===== src/rtl/fft_pkg.sv =====
// Shared types and constants for the fft core and its frame loader/streamer.
package fft_pkg;

  localparam int FRAC = 8;

  typedef enum logic {
    IDLE,
    SEND
  } stream_state_t;

endpackage


===== src/rtl/fft_frame_streamer_abs_sum.sv =====
// abs_sum: W+1-bit |a|+|b| for signed W-bit operands.
module abs_sum #(
  parameter int W = 16
) (
  input  logic signed [W-1:0] a,
  input  logic signed [W-1:0] b,
  output logic        [W:0]   sum
);

  logic [W-1:0] abs_a;
  logic [W-1:0] abs_b;

  // the most negative value negates to 2^(W-1), still exact as unsigned
  assign abs_a = a[W-1] ? (~a + 1'b1) : a;
  assign abs_b = b[W-1] ? (~b + 1'b1) : b;
  assign sum   = {1'b0, abs_a} + {1'b0, abs_b};

endmodule


===== src/rtl/fft_frame_streamer.sv =====
// Captures one parallel fft frame and streams it out one bin per beat.
// Optional out_mag (|re|+|im|) port enabled by FFT_STREAM_MAG_EN.
module fft_frame_streamer
  import fft_pkg::*;
#(
  parameter  int N    = 8,
  parameter  int W    = 16,
  localparam int IDXW = $clog2(N)
) (
  input  logic                clk,
  input  logic                rst_n,
  input  logic                frame_valid,
  output logic                frame_ready,
  input  logic signed [W-1:0] X_real [0:N-1],
  input  logic signed [W-1:0] X_im   [0:N-1],
  output logic                out_valid,
  input  logic                out_ready,
  output logic signed [W-1:0] out_real,
  output logic signed [W-1:0] out_im,
  output logic [IDXW-1:0]     out_index,
  output logic                out_last
`ifdef FFT_STREAM_MAG_EN
  ,
  output logic [W:0]          out_mag
`endif
);

  stream_state_t       state;
  logic [IDXW-1:0]     idx;
  logic signed [W-1:0] bank_re [N];
  logic signed [W-1:0] bank_im [N];
  logic                capture;
  logic                send;
  logic                at_last;

  assign capture = frame_valid && frame_ready;
  assign send    = (state == SEND);
  assign at_last = (idx == IDXW'(N - 1));

  always_ff @(posedge clk) begin
    if (capture) begin
      for (int i = 0; i < N; i++) begin
        bank_re[i] <= X_real[i];
        bank_im[i] <= X_im[i];
      end
    end
  end

  always_ff @(posedge clk or negedge rst_n) begin
    if (!rst_n) begin
      state       <= IDLE;
      idx         <= '0;
      frame_ready <= 1'b1;
      out_valid   <= 1'b0;
    end else begin
      unique case (state)
        IDLE: begin
          if (capture) begin
            state       <= SEND;
            idx         <= '0;
            frame_ready <= 1'b0;
            out_valid   <= 1'b1;
          end
        end
        SEND: begin
          if (out_ready) begin
            if (at_last) begin
              state       <= IDLE;
              idx         <= '0;
              frame_ready <= 1'b1;
              out_valid   <= 1'b0;
            end else begin
              idx <= idx + 1'b1;
            end
          end
        end
      endcase
    end
  end

  always_comb begin
    out_real  = '0;
    out_im    = '0;
    out_index = '0;
    out_last  = 1'b0;
    if (send) begin
      out_real  = bank_re[idx];
      out_im    = bank_im[idx];
      out_index = idx;
      out_last  = at_last;
    end
  end

`ifdef FFT_STREAM_MAG_EN
  abs_sum #(
    .W (W)
  ) u_abs_sum (
    .a   (out_real),
    .b   (out_im),
    .sum (out_mag)
  );
`endif

endmodule


===== config.mk =====
export PLATFORM = sky130hd
export DESIGN_NAME = fft_frame_streamer
export DESIGN_NICKNAME = d
export VERILOG_FILES = /design/src/rtl/fft_pkg.sv /design/src/rtl/fft_frame_streamer_abs_sum.sv /design/src/rtl/fft_frame_streamer.sv
export SDC_FILE = /design/constraint.sdc
export NUM_CORES = 1
export LEC_CHECK = 0
export BUFFER_PORTS_ARGS = -buffer_cell sky130_fd_sc_hd__buf_4
export CAP_MARGIN = 15
export CORE_UTILIZATION = 30
export DETAILED_ROUTE_END_ITERATION = 10
export PLACE_DENSITY = 0.55
export SYNTH_ARGS = -nofsm -noshare
export SYNTH_HDL_FRONTEND = slang
export SYNTH_SLANG_ARGS = --single-unit
export TNS_END_PERCENT = 30

===== constraint.sdc =====
create_clock -name clk -period 9.96 [get_ports clk]
set_input_delay 0.996 -clock clk [delete_from_list [all_inputs] [get_ports clk]]
set_output_delay 0.996 -clock clk [all_outputs]
set_load 0.05 [all_outputs]

After elaboration in Yosys (flattened, before gate mapping)
Memories as Yosys holds them, arrays and structs flattened.
Index checks and enable logic that the tools add are counted.
{ "word_totals": {"reg_bits": 6, "mem_bits_rw": 256, "inputBits": 260, "output_inout_bits": 38, "elab_cells": 36, "memories": 2} }
{ "op_classes": {"addsub": 1, "n_eq_ne": 4, "muxes": 21, "bitwise": 1, "n_reduce_logical": 3} }
{ "mem_list": {"columns": ["name", "words", "width", "rd", "rd_ports_with_merged_regs", "write_ports", "line_no", "rtl"], "rows": [
  ["bank_im", 8, 16, 1, 0, 8, "fft_frame_streamer.sv:31", "logic signed [W-1:0] bank_im [N];"],
  ["bank_re", 8, 16, 1, 0, 8, "fft_frame_streamer.sv:30", "logic signed [W-1:0] bank_re [N];"]
]} }
{ "ops": {"columns": ["cell", "count"], "rows": [
  ["2-to-1 mux 16 bit", 2],
  ["2-to-1 mux 3 bit", 4],
  ["2-to-1 mux 1 bit", 11],
  ["case mux 1 bit (2 select lines)", 3],
  ["case mux 3 bit (2 select lines)", 1],
  ["inequality test 2 bit (second input constant)", 2],
  ["adder 3 x 1 -> 3 bit (second input constant)", 1],
  ["equality test 3 bit (second input constant)", 1],
  ["AND reduction 3 bit", 1],
  ["inequality test 2 x 1 -> 1 bit (second input constant)", 1],
  ["AND reduction 2 bit", 1],
  ["logical AND 1 bit", 1],
  ["NOT 1 bit", 1]
]} }

Logic depth before layout (Yosys ltp)
{ "logic_depth": {"word_depth": 4, "mapped_depth": 6, "depth_no_buf": 5} }

Worst setup path after synthesis
OpenSTA, ideal clock, no wires.
{ "synth_timing": {"kind": "input to register", "start": "input frame_valid", "end": "memory bank_im[0][0] (enable)", "setup_time_ns": 0.606, "arrival_time_ns": 6.045, "required_time_ns": 9.354, "slack_ns": 3.309, "path_stages": 2, "path_buffers": 0, "cell_sequence": "nand2_1 -> inv_1"} }
{ "synth_lines": {"columns": ["item", "line_no", "rtl"], "rows": [
  ["start: declaration", "fft_frame_streamer.sv:12", "input logic frame_valid,"],
  ["end: declaration", "fft_frame_streamer.sv:31", null]
]} }

Final worst setup path
{ "layout_timing": {"start": "register idx[2]", "end": "output out_real[15]"} }
{ "layout_between": {"elab_chain_len": 2} }
{ "layout_lines": {"columns": ["item", "line_no", "rtl"], "rows": [
  ["start: declaration", "fft_frame_streamer.sv:29", "logic [IDXW-1:0] idx;"],
  ["start signal: assignment", "fft_frame_streamer.sv:73", "idx <= idx + 1'b1;"],
  ["memory (8 x 16 bit)", null, null],
  ["2-to-1 mux 16 bit", "fft_frame_streamer.sv:86", "if (send) begin"],
  ["end: declaration", "fft_frame_streamer.sv:18", "output logic signed [W-1:0] out_real,"]
]} }
Every way passes these cells.

==> out/qor.json <==
{
  "path_class": {"value": "flop to primary output"},
  "synth_sequential_area_ratio": {"value": 0.773},
  "clock-sinks": {"value": 262},
  "crit_required": {"value": 8.96, "unit": "ns"},
  "clkLatencyLatePin": {"value": 0.54, "unit": "ns"},
  "die_x": {"value": 186, "unit": "µm"},
  "outcome": {"value": "finished, final reports clean"},
  "power.leakage": {"value": 0.00487, "unit": "µW"},
  "root_buffer": {"value": "sky130_fd_sc_hd__clkbuf_16"},
  "holdWs": {"value": 0.250, "unit": "ns"},
  "numPortBuffers": {"value": 297},
  "grt_max_degree": {"value": 106},
  "synth_top_flop_cell": {"value": "sky130_fd_sc_hd__edfxtp_1"},
  "postSynthNetCount": {"value": 776},
  "maximum_fanout_encountered_on_the_critical_timing_path": {"value": 58},
  "post_drt_wl_per_cell": {"value": 19.5, "unit": "µm"},
  "post-route-period-util": {"value": 0.426},
  "fmaxAchievable": {"value": 236, "unit": "MHz"},
  "vdd.ir_drop.worst": {"value": 0.120, "unit": "mV"},
  "hold_violations": {"value": 0},
  "chipHeight": {"value": 186, "unit": "µm"},
  "vias": {"value": 5744},
  "grt_pass1_wl": {"value": 36.0, "unit": "mm"},
  "ff_to_ff_end": {"value": "bank_im[6][6]"},
  "setup_viol": {"value": 0},
  "cts_buffers": {"value": 29},
  "yosys.cell_types.count": {"value": 23},
  "dr.pass1.iters": {"value": 4},
  "syn-cell-area": {"value": 0.0101, "unit": "mm²"},
  "buffer_count_from_post_cts_setup_fixing": {"value": 0},
  "power-per-cell-area": {"value": 170, "unit": "mW/mm²"},
  "ctsHtreeMaxLevel": {"value": 1},
  "gpl.final_weighted_congestion": {"value": 0.706},
  "layout.cells.non_filler": {"value": 1276},
  "layout.filler_cells": {"value": 3053},
  "fp-row-count": {"value": 66},
  "rr_startpoint": {"value": "frame_ready"},
  "worst-endpoint-arrival": {"value": 3.25, "unit": "ns"},
  "grt_pass1_vias": {"value": 6258},
  "rrSetupSlack": {"value": 6.37, "unit": "ns"},
  "num-nets-final": {"value": 1078},
  "setup.worst_path.end_class": {"value": "primary output"},
  "async_flop_share": {"value": 0.0229},
  "syn_avg_cell_area": {"value": 19.7, "unit": "µm²"},
  "min-delay-path-class": {"value": "input port to async pin"},
  "antenna_cells_inserted": {"value": 0},
  "track_usage": {"value": 0.140},
  "max_cap_violations": {"value": 0},
  "ys.warnings.count": {"value": 0},
  "initial_utilization": {"value": 0.308},
  "worst_slack": {"value": 5.71, "unit": "ns"},
  "place.detailed.hpwl": {"value": 15.6, "unit": "mm"},
  "dpl_worst_slack": {"value": 5.79, "unit": "ns"},
  "layout-drive-gt1-share": {"value": 0.529},
  "core_area": {"value": 0.0329, "unit": "mm²"},
  "synth-seq-cells": {"value": 262},
  "dieArea": {"value": 0.0345, "unit": "mm²"},
  "design_power_total": {"value": 2340, "unit": "µW"},
  "cts.hold.buffers_added": {"value": 0},
  "detail_route.vias_per_cell": {"value": 4.50},
  "ioPinCount": {"value": 298},
  "max_slew.worst_pin.slew": {"value": 1.06, "unit": "ns"},
  "syn_to_final_growth": {"value": 35.2, "unit": "%"},
  "dp.cells": {"value": 1227},
  "remaining_drc_errors": {"value": 0},
  "setup_tns": {"value": 0, "unit": "ns"},
  "clock-skew-final": {"value": 0.0117, "unit": "ns"},
  "rsz0062_at_grt": {"value": "no"},
  "cts.reportedPaths.clkPinSlew": {"value": 0.06, "unit": "ns"},
  "number_of_synthesized_flops_with_an_enable_pin": {"value": 256},
  "drtIter0Drc": {"value": 276},
  "timing.critical_path.from_type": {"value": "flop"},
  "cts_tree": {"value": "done"},
  "clock_tree.buffer_depth": {"value": 3},
  "antenna_violation_net_count_after_detailed_routing": {"value": 0},
  "max_slew_headroom": {"value": 0.293},
  "synthesis.instances": {"value": 514},
  "cts.repair.resized": {"value": 0},
  "initial_antenna_violation_count": {"value": 0},
  "postRouteWirelength": {"value": 24.9, "unit": "mm"},
  "slew_viol_final": {"value": 0},
  "globalRoute.totalOverflow": {"value": 0},
  "worstRegToRegCells": {"value": 4},
  "final.min_clock_period": {"value": 4.25, "unit": "ns"}
}
[critical path, cell delays in order (launching register included)]
cell                      delay (ns)
sky130_fd_sc_hd__dfrtp_4        0.84
sky130_fd_sc_hd__buf_4          0.81
sky130_fd_sc_hd__mux4_1         0.54
sky130_fd_sc_hd__o22ai_1        0.21
sky130_fd_sc_hd__nor2_1         0.07
sky130_fd_sc_hd__buf_4          0.19
[Yosys cell counts, types with 2 or more instances]
master	count	share of area
sky130_fd_sc_hd__inv_1	2	0.00074
sky130_fd_sc_hd__buf_4	2	0.0015
sky130_fd_sc_hd__buf_12	2	0.0039
sky130_fd_sc_hd__ha_1	2	0.0025
sky130_fd_sc_hd__clkbuf_1	12	0.0044
sky130_fd_sc_hd__buf_6	2	0.0022
sky130_fd_sc_hd__and2_1	4	0.0025
sky130_fd_sc_hd__buf_2	12	0.0059
sky130_fd_sc_hd__nand2_1	9	0.0033
sky130_fd_sc_hd__dfrtp_1	5	0.012
sky130_fd_sc_hd__a21oi_1	2	0.00099
sky130_fd_sc_hd__edfxtp_1	256	0.76
sky130_fd_sc_hd__o21ai_0	36	0.018
sky130_fd_sc_hd__nor2_1	33	0.012
sky130_fd_sc_hd__mux4_2	27	0.060
sky130_fd_sc_hd__mux4_1	5	0.013
sky130_fd_sc_hd__mux2_2	66	0.073
sky130_fd_sc_hd__o22ai_1	32	0.020
[kinds of logic (layout without fill, tap and decap cells)]
family                     Yosys count  count (layout)  share of synthesized area
AOI/OAI and AO/OA                   71              71                     0.0392
xor gates and xnor gates             1               1                   0.000864
adders and majority gates            2               2                    0.00247
buffers and inverters               32             352                     0.0188
DFF                                262             262                      0.773
muxes                               98              98                      0.146
and+or+nand+nor                     48              48                     0.0191
[metal layers]
layer	track usage	vias to the layer above	wire length, µm
met2	0.235	217	11900
met5	0	-	0
met4	0.0380	0	612
met1	0.178	2820	10600
li1	-	2672	-
met3	0.0374	35	1850
[layout by cell type, fill, tap and decap left out, types with 5 or more instances in the layout]
cell / instances
sky130_fd_sc_hd__nor2_1: 33
sky130_fd_sc_hd__nand2_1: 8
sky130_fd_sc_hd__o22ai_1: 32
sky130_fd_sc_hd__mux2_2: 66
sky130_fd_sc_hd__mux4_1: 5
sky130_fd_sc_hd__buf_4: 301
sky130_fd_sc_hd__o21ai_0: 36
sky130_fd_sc_hd__clkbuf_16: 29
sky130_fd_sc_hd__edfxtp_1: 256
sky130_fd_sc_hd__clkbuf_1: 6
sky130_fd_sc_hd__clkinv_2: 5
sky130_fd_sc_hd__mux4_2: 27
[stage by stage]
| stage | utilization | area, µm² |
|---|---|---|
| after global placement | 0.389 | 12800 |
| after CTS | 0.417 | 13700 |
| after global routing | 0.417 | 13700 |
| after floorplan | - | 10100 |
| after detailed placement | 0.389 | 12800 |
| final | 0.417 | 13700 |
[how the worst max path moves through the flow]
stage,startpoint,cells past startpoint,slack (ns),endpoint
floorplan,frame_valid,2,3.31,bank_im[0][0]
global placement,frame_valid,5,5.86,bank_im[0][6]
detailed placement,frame_valid,5,5.79,bank_im[0][6]
CTS,idx[2],5,5.63,out_real[15]
global route,idx[2],5,5.53,out_real[15]
finish,idx[2],5,5.71,out_real[15]
[sequential cells by signal, summed over array words and instances, names as in the netlist]
signal / cells
send: 1
bank_re: 128
idx: 3
frame_ready: 1
bank_im: 128
out_valid: 1
[final cells by class]
cell class / instances / area (µm²) / area share
repair buffers: 301 / 2260 / 0.165
inverters: 2 / 15.0 / 0.00110
well taps: 442 / 553 / 0.0404
flip-flops and latches: 262 / 7850 / 0.573
multi-input cells: 220 / 2110 / 0.154
clock buffers: 35 / 748 / 0.0546
clock inverters: 14 / 168 / 0.0122
[power breakdown]
group | leakage, µW | internal, µW | total, µW | switching, µW
clock network | 0.000447 | 631 | 1050 | 416
registers | 0.00237 | 1210 | 1210 | 0
logic | 0.00205 | 63.0 | 78.9 | 15.9
No activity file was read; power rests on OpenSTA's default activity.
